$ cat config.mk
export PLATFORM = sky130hd
export DESIGN_NAME = text_screen_loader_flat
export DESIGN_NICKNAME = d
export VERILOG_FILES = /design/src/rtl/text_screen_loader_if.sv /design/src/rtl/text_screen_loader.sv /design/src/flat_wrapper.sv
export SDC_FILE = /design/constraint.sdc
export NUM_CORES = 1
export LEC_CHECK = 0
export BUFFER_PORTS_ARGS = -buffer_cell sky130_fd_sc_hd__buf_2
export CAP_MARGIN = 20
export CORE_MARGIN = 2
export CORE_UTILIZATION = 50
export CTS_CLUSTER_SIZE = 10
export DETAILED_ROUTE_END_ITERATION = 8
export GPL_TIMING_DRIVEN = 0
export PLACE_DENSITY = 0.83
export SYNTH_ARGS = -nofsm -noshare
export SYNTH_HDL_FRONTEND = slang
export SYNTH_SLANG_ARGS = --single-unit
$ cat constraint.sdc
create_clock -name clk -period 3.2 [get_ports clk]
set_input_delay 0.8 -clock clk [delete_from_list [all_inputs] [get_ports clk]]
set_output_delay 0.8 -clock clk [all_outputs]
set_load 0.02 [all_outputs]
$ cat src/rtl/text_screen_loader_if.sv
// Loader control, data-memory read and display-write signals bundled together.
// master = loader side; slave = the environment (CPU memory and display buffer).
interface text_screen_loader_if #(
    parameter int ADDR_W = 32
);
    logic              start;
    logic              busy;
    logic              done;
    logic              mem_rd;
    logic [ADDR_W-1:0] mem_addr;
    logic [7:0]        mem_rdata;
    logic              mem_valid;
    logic              disp_we;
    logic [9:0]        disp_addr;
    logic [7:0]        disp_data;

    modport master (
        input  start, mem_rdata, mem_valid,
        output busy, done, mem_rd, mem_addr, disp_we, disp_addr, disp_data
    );

    modport slave (
        output start, mem_rdata, mem_valid,
        input  busy, done, mem_rd, mem_addr, disp_we, disp_addr, disp_data
    );
endinterface

$ cat src/rtl/text_screen_loader.sv
// Fills the 11x64 text buffer: label rows from ROM strings, data rows from memory.
// First write the cycle after start; each data byte waits in FETCH until mem_valid.
module text_screen_loader #(
    parameter int                ADDR_W       = 32,
    parameter logic [ADDR_W-1:0] CODED_BASE   = 'h0,
    parameter logic [ADDR_W-1:0] DECODED_BASE = 'h100
) (
    input  logic                 clk,
    input  logic                 reset,
    text_screen_loader_if.master bus
);
    typedef enum logic [2:0] {IDLE, LABEL, FETCH, WRITE, DONE} state_t;

    localparam logic [9:0]        LAST_P = 10'd703;
    localparam logic [17*8-1:0]   ROW0   = "Texto codificado:";
    localparam logic [23*8-1:0]   ROW6   = "Texto decodificado con:";

    state_t     state, state_nxt;
    logic [9:0] p, p_nxt;
    logic [7:0] dat, dat_nxt;

    function automatic logic in_label(input logic [9:0] a);
        return (a < 10'd64) || ((a >= 10'd320) && (a < 10'd448));
    endfunction

    // Row 5 (320..383) has no text, so it falls through to the blank default.
    function automatic logic [7:0] label_byte(input logic [9:0] a);
        logic [7:0] b;
        int         col;
        b = 8'h20;
        if (a < 10'd64) begin
            col = int'(a);
            if (col < 17) b = ROW0[8*(16-col) +: 8];
        end else if (a >= 10'd384) begin
            col = int'(a) - 384;
            if (col < 23) b = ROW6[8*(22-col) +: 8];
        end
        return b;
    endfunction

    function automatic logic [ADDR_W-1:0] fetch_addr(input logic [9:0] a);
        if (a < 10'd320) return CODED_BASE + ADDR_W'(a - 10'd64);
        return DECODED_BASE + ADDR_W'(a - 10'd448);
    endfunction

    always_ff @(posedge clk or posedge reset) begin
        if (reset) begin
            state <= IDLE;
            p     <= '0;
            dat   <= '0;
        end else begin
            state <= state_nxt;
            p     <= p_nxt;
            dat   <= dat_nxt;
        end
    end

    // Outputs depend only on state, p and dat; inputs only steer the next state.
    always_comb begin
        state_nxt     = state;
        p_nxt         = p;
        dat_nxt       = dat;
        bus.busy      = 1'b0;
        bus.done      = 1'b0;
        bus.mem_rd    = 1'b0;
        bus.mem_addr  = '0;
        bus.disp_we   = 1'b0;
        bus.disp_addr = '0;
        bus.disp_data = '0;
        case (state)
            IDLE: begin
                if (bus.start) state_nxt = in_label(p) ? LABEL : FETCH;
            end
            LABEL: begin
                bus.busy      = 1'b1;
                bus.disp_we   = 1'b1;
                bus.disp_addr = p;
                bus.disp_data = label_byte(p);
                p_nxt         = p + 10'd1;
                if (p == LAST_P)               state_nxt = DONE;
                else if (!in_label(p + 10'd1)) state_nxt = FETCH;
            end
            FETCH: begin
                bus.busy     = 1'b1;
                bus.mem_rd   = 1'b1;
                bus.mem_addr = fetch_addr(p);
                if (bus.mem_valid) begin
                    dat_nxt   = bus.mem_rdata;
                    state_nxt = WRITE;
                end
            end
            WRITE: begin
                bus.busy      = 1'b1;
                bus.disp_we   = 1'b1;
                bus.disp_addr = p;
                bus.disp_data = dat;
                p_nxt         = p + 10'd1;
                if (p == LAST_P)              state_nxt = DONE;
                else if (in_label(p + 10'd1)) state_nxt = LABEL;
                else                          state_nxt = FETCH;
            end
            DONE: begin
                bus.done  = 1'b1;
                p_nxt     = '0;
                state_nxt = IDLE;
            end
            default: state_nxt = IDLE;
        endcase
    end
endmodule

$ cat src/flat_wrapper.sv
// flat-port wrapper written by rule: the top's interface ports become plain ports
module text_screen_loader_flat 
#(
    parameter int                ADDR_W       = 32,
    parameter logic [ADDR_W-1:0] CODED_BASE   = 'h0,
    parameter logic [ADDR_W-1:0] DECODED_BASE = 'h100
)
  (clk, reset, bus_start, bus_mem_rdata, bus_mem_valid, bus_busy, bus_done, bus_mem_rd, bus_mem_addr, bus_disp_we, bus_disp_addr, bus_disp_data);
  text_screen_loader_if #(.ADDR_W(ADDR_W)) bus_i ();
  input  logic clk;
  input  logic reset;
  input wire logic [$bits(bus_i.start)-1:0] bus_start;
  input wire logic [$bits(bus_i.mem_rdata)-1:0] bus_mem_rdata;
  input wire logic [$bits(bus_i.mem_valid)-1:0] bus_mem_valid;
  output wire logic [$bits(bus_i.busy)-1:0] bus_busy;
  output wire logic [$bits(bus_i.done)-1:0] bus_done;
  output wire logic [$bits(bus_i.mem_rd)-1:0] bus_mem_rd;
  output wire logic [$bits(bus_i.mem_addr)-1:0] bus_mem_addr;
  output wire logic [$bits(bus_i.disp_we)-1:0] bus_disp_we;
  output wire logic [$bits(bus_i.disp_addr)-1:0] bus_disp_addr;
  output wire logic [$bits(bus_i.disp_data)-1:0] bus_disp_data;
  assign bus_i.start = bus_start;
  assign bus_i.mem_rdata = bus_mem_rdata;
  assign bus_i.mem_valid = bus_mem_valid;
  assign bus_busy = bus_i.busy;
  assign bus_done = bus_i.done;
  assign bus_mem_rd = bus_i.mem_rd;
  assign bus_mem_addr = bus_i.mem_addr;
  assign bus_disp_we = bus_i.disp_we;
  assign bus_disp_addr = bus_i.disp_addr;
  assign bus_disp_data = bus_i.disp_data;
  text_screen_loader #(.ADDR_W(ADDR_W), .CODED_BASE(CODED_BASE), .DECODED_BASE(DECODED_BASE)) u_core (.clk(clk), .reset(reset), .bus(bus_i));
endmodule
[Word level (Yosys, flattened, before mapping)]
Index checks and enable logic that the tools add are counted.
Word-level totals
  logic and storage cells: 64
  bits in registers: 21
  input port bits: 12
  output and inout port bits: 54
Operators by class
  eq/ne operators: 8
  mux-type cells: 24
  reduce and logical (&&, ||, !) cells: 10
  add/subtract/negate cells: 7
  order comparisons: 10
  shift operators: 2
Operators by type and width (number)
  184-bit by 32-bit indexed part select with 8-bit output (first input constant): 1
  136-bit by 32-bit indexed part select with 8-bit output (first input constant): 1
  32-bit two-way mux: 3
  9-bit by 32-bit adder with 32-bit output (first input constant): 1
  8-bit two-way mux: 4
  10-bit by 9-bit >= comparator with 1-bit output (second input constant): 3
  10-bit by 9-bit less-than comparator with 1-bit output (second input constant): 3
  10-bit by 9-bit subtractor with 11-bit output (second input constant): 2
  10-bit by 7-bit less-than comparator with 1-bit output (second input constant): 2
  10-bit case mux with 2 select lines: 1
  8-bit case mux with 2 select lines: 1
  3-bit two-way mux: 5
  3-bit case mux with 4 select lines: 1
  6-bit by 11-bit subtractor with 12-bit output (first input constant): 1
  11-bit by 6-bit less-than comparator with 1-bit output (second input constant): 1
  10-bit by 7-bit subtractor with 11-bit output (second input constant): 1
  5-bit by 10-bit subtractor with 11-bit output (first input constant): 1
  10-bit by 1-bit adder with 10-bit output (second input constant): 1
  10-bit equality test (second input constant): 1
  10-bit by 5-bit less-than comparator with 1-bit output (second input constant): 1
  10-bit two-way mux: 1
  3-bit by 2-bit equality test with 1-bit output (second input constant): 2
  1-bit two-way mux: 6
  2-bit two-way mux: 2
  12 further kinds: 15

[Logic depth before layout (Yosys ltp)]
  depth after elaboration: 7
  gate-level depth with buffers: 11
  gate-level depth less buffers: 8

[Worst setup path before layout]
OpenSTA, ideal clock, no wires.
  kind: register -> output
  start point: register u_core.p[0]
  end point: output port bus_disp_data[2]
  data required time: 2.400 ns
  cell stages (with the launch flop): 12
  buffers on the path: 3
  setup slack: -0.286 ns
  arrival time: 2.686 ns
  cell sequence: dfrtp_1 > clkbuf_1 > inv_1 > ha_1 > buf_2 > or3b_1 > clkbuf_1 > o31ai_1 > o2111ai_1 > or3_1 > nor3_1 > a221o_1
Between the ends
  word-level cells in the longest chain between the ends: 7
  elaborated cells on any way between the ends: 14
  classes of those cells: add/sub: 3; order compare: 4; shift: 2; mux: 5
RTL lines
  start, declared: RTL line text_screen_loader.sv:19  | logic [9:0] p, p_nxt;
  start signal, assigned: RTL line text_screen_loader.sv:53  | p <= p_nxt;
  10-bit by 9-bit subtractor with 11-bit output: RTL line text_screen_loader.sv:35  | col = int'(a) - 384;
  6-bit by 11-bit subtractor with 12-bit output: RTL line text_screen_loader.sv:36  | if (col < 23) b = ROW6[8*(22-col) +: 8];
  184-bit by 32-bit indexed part select with 8-bit output: RTL line text_screen_loader.sv:36
  8-bit two-way mux: RTL line text_screen_loader.sv:36
  8-bit two-way mux: RTL line text_screen_loader.sv:34  | end else if (a >= 10'd384) begin
  8-bit two-way mux (*): RTL line text_screen_loader.sv:31  | if (a < 10'd64) begin
  8-bit case mux with 2 select lines (*): RTL line text_screen_loader.sv:70  | case (state)
  end, declared: RTL line flat_wrapper.sv:21  | output wire logic [$bits(bus_i.disp_data)-1:0] bus_disp_data;
Mark *: on every way between the ends. The rest lies on a longest branch, timed or not.

[Worst setup path in the final report]
  start point: register u_core.p[0]
  end point: output port bus_disp_data[1]
The elaborated chain is that of the path after synthesis.

==> qor.txt <==
initial DRC count: 307
I/O pin total: 66
CTS root buffer: clkbuf_8
flop2flop setup slack: 690 ps
Max Fclk: 0.280 GHz
CP required: 2400 ps
number of synthesized flops with an enable pin: 0
Setup CP Type: reg2out
Area Growth Syn to Fin: 38.8%
GRT overflow: 0
Post-Syn Instances: 400
Synth Area in XOR/XNOR: 5.62%
final setup vio count: 16
max_cap viols: 0
Pleak: 1.77 nW
Yosys cell types: 57
crit share post-route: 112%
Final ANT Viol Nets: 0
Core Util, Final: 71.1%
die area: 0.00622 mm^2
# hold bufs at CTS: 0
flops & latches, synth: 21
Final WS setup: -372 ps
hold path start: u_core.dat[7]
worst-margin pin slew: 830 ps
critical path launch point type: flop
Num CTS Buffers: 3
Post-Synth Simple-Gate Area: 25.5%
delay-heaviest family, CP: simple AND/OR/NAND/NOR gates
antenna violations before repair: 0
setup repair after global routing missed its margin: yes
CP arrival: 2770 ps
ant diodes: 0
Post-Syn Area per Cell: 7.01 um^2
Row Count: 27
crit path cell chain: buf_8 > inv_8 > ha_4 > or3b_4 > buf_8 > o31ai_4 > o2111ai_4 > buf_4 > buf_6 > nor3_4 > nand4_1 > nand3_1 > buf_6
Clock Skew: 8.99 ps
Slew HR: 44.6%
CTS sink cnt: 21
share of the synthesized area in the top cell type: 18.8%
routed via count: 3529
synth top area cells: dfrtp_1 (19%), o21ai_0 (6.6%), nor2_1 (6.2%), ha_1 (5.8%), a21oi_1 (5.7%)
share of layout cells above drive strength 1: 38.1%
pre-CTS setup slack: -518 ps
Die Height: 78.9 um
post-DR vias/cell: 6.23
chip width: 78.9 um
DRC Markers: 0
Hold Worst Slack: 507 ps
Critical Path Max Stage Delay: 460 ps
complex-gate fraction of the synthesized area: 26.5%
GRT Total Usage: 30.2%
Mapped Area: 0.00280 mm^2
# port buffers: 65
vias in the first global route: 3115
CTS tree: yes
Post-DP Area: 0.00325 mm^2
Clock transition at path regs: 90 ps
ys flop type: dfrtp_1
R2R Path Start: u_core.p[7]
r2r endpoint: u_core.state[0]
Hold WC Path Type: reg2reg
largest family of logic cells by synthesized area: compound AO/OA/AOI/OAI gates
mux share of post-synthesis cell area: 5.04%
R2R depth: 9
Worst Hold Path EP: u_core.dat[7]
commonest non-fill, non-tap cell in the layout: buf_2
H-tree depth: 1
HPWL Detailed: 6340 um
drt total wl: 10100 um
Synth Area in Adders: 5.80%
most frequent cells in the layout: buf_2 (62), nor2_1 (45), buf_4 (44), o21ai_0 (33), nand2_1 (31)
Hold Path Depth: 1
CP max stage cell: dfrtp_2
Skew-Pair Late Insertion Delay: 270 ps
maximum fanout along the worst path: 4
CTS Buffer Depth: 2
buffers and inverters on the worst path: 6
Final Max Slew Viols: 0
maximum VDD drop: 0.000188 V
routability cong.: 0.970
Tmin final: 3570 ps
crit path capture type: primary output
syn nets: 425
YS warnings: 0
status: finished, violations left
failing checks: negative setup slack
Final nets: 520
ys async rst share: 100%
WL per Instance: 17.9 um
sequential element share of the synthesized area: 18.8%
largest net degree at the start of global routing: 22
first-pass GRT wire length: 15000 um
top cell type by total area after synthesis: dfrtp_1
post-layout instance area: 0.00389 mm^2
Initial Util: 51.2%
TritonRoute pass-1 iters: 5
Core Area: 0.00547 mm^2
P per Cell Area: 119 mW/mm^2
Final Hold Fails: 0
## routing by layer
metal	share of wire, %	track usage, %	vias to the layer above	wire [um]
met3	8.8	4.43	43	894
met4	4.2	13.8	0	420
li1	-	-	1602	-
met2	49	52.3	247	4950
met1	38	37.1	1637	3840
met5	0	0	-	0
## kinds of logic (layout without fill, tap and decap cells)
kind of cell / after synthesis / count (layout)
xor gates and xnor gates: 18 / 18
DFF: 21 / 21
adders and majority gates: 13 / 13
AOI/OAI and AO/OA: 119 / 120
and+or+nand+nor: 144 / 144
muxes: 13 / 13
buffers and inverters: 72 / 165
## registers in the layout, summed over array words and instances, names as in the netlist
name	cells
u_core.p	10
u_core.dat	8
u_core.state	3
## metrics by stage
step	setup TNS (ps)	total power [mW]	instances
2_1_floorplan	-199	0.275	400
3_3_place_gp	-5600	0.283	537
3_5_place_dp	-6590	0.284	537
4_1_cts	-1590	0.462	561
5_1_grt	-3890	0.479	566
6_report	-2460	0.464	566
## where the power goes
group / leakage [nW] / total [mW] / internal (mW) / switching (mW)
logic: 1.48 / 0.0128 / 0.00527 / 0.00753
registers: 0.268 / 0.265 / 0.265 / 0
clock network: 0.0255 / 0.187 / 0.0872 / 0.0995
## synthesized netlist by cell type (3+ instances only)
cell       count
xnor2_1       14
clkbuf_1      24
nand2b_1       5
nor2b_1        5
mux2i_1        4
ha_1          13
nor3_1         9
nand4_1        4
buf_2          4
and3_1         4
o221ai_1       3
and2_1         4
nand3_1       17
xor2_1         4
a31oi_1        7
nor2_1        46
buf_1          5
o21ai_0       37
mux2_2         9
buf_4         18
o32ai_1        4
clkinv_1       4
a21o_1         3
nor3b_1        3
o2111ai_1      3
nand2_1       32
a21oi_1       32
a211oi_1       4
nor4_1         3
inv_1         15
or3_1          4
o21a_1         3
o31ai_1        5
dfrtp_1       21
## worst max-delay path by stage
stage                startpoint          endpoint  cells past startpoint
CTS                 u_core.p[0]  bus_disp_data[6]                     11
detailed placement  u_core.p[0]  bus_disp_data[6]                     12
floorplan           u_core.p[0]  bus_disp_data[2]                     11
global route        u_core.p[1]  bus_disp_data[6]                     11
finish              u_core.p[0]  bus_disp_data[1]                     13
global placement    u_core.p[0]  bus_disp_data[6]                     12
## final cells by class
cell class                 count  area [um^2]
tap                           72         90.1
inverter                      19         93.8
sequential                    21          531
multi-input combinational    308         2220
clock buffer                   3         41.3
timing repair buffer          93          594
clock inverter                 1         5.00
fill                         439         1580
buffer                        49          313
## what timing repair did
action | in CTS | in global routing
resized for setup | 69 | 34
setup buffers | 23 | 5
hold endpoints to repair | 0 | 0
pin swaps | 15 | 14
gates cloned | 1 | 0
setup endpoints to repair | 31 | 28
Note: power is estimated with default switching activity, not from simulation.
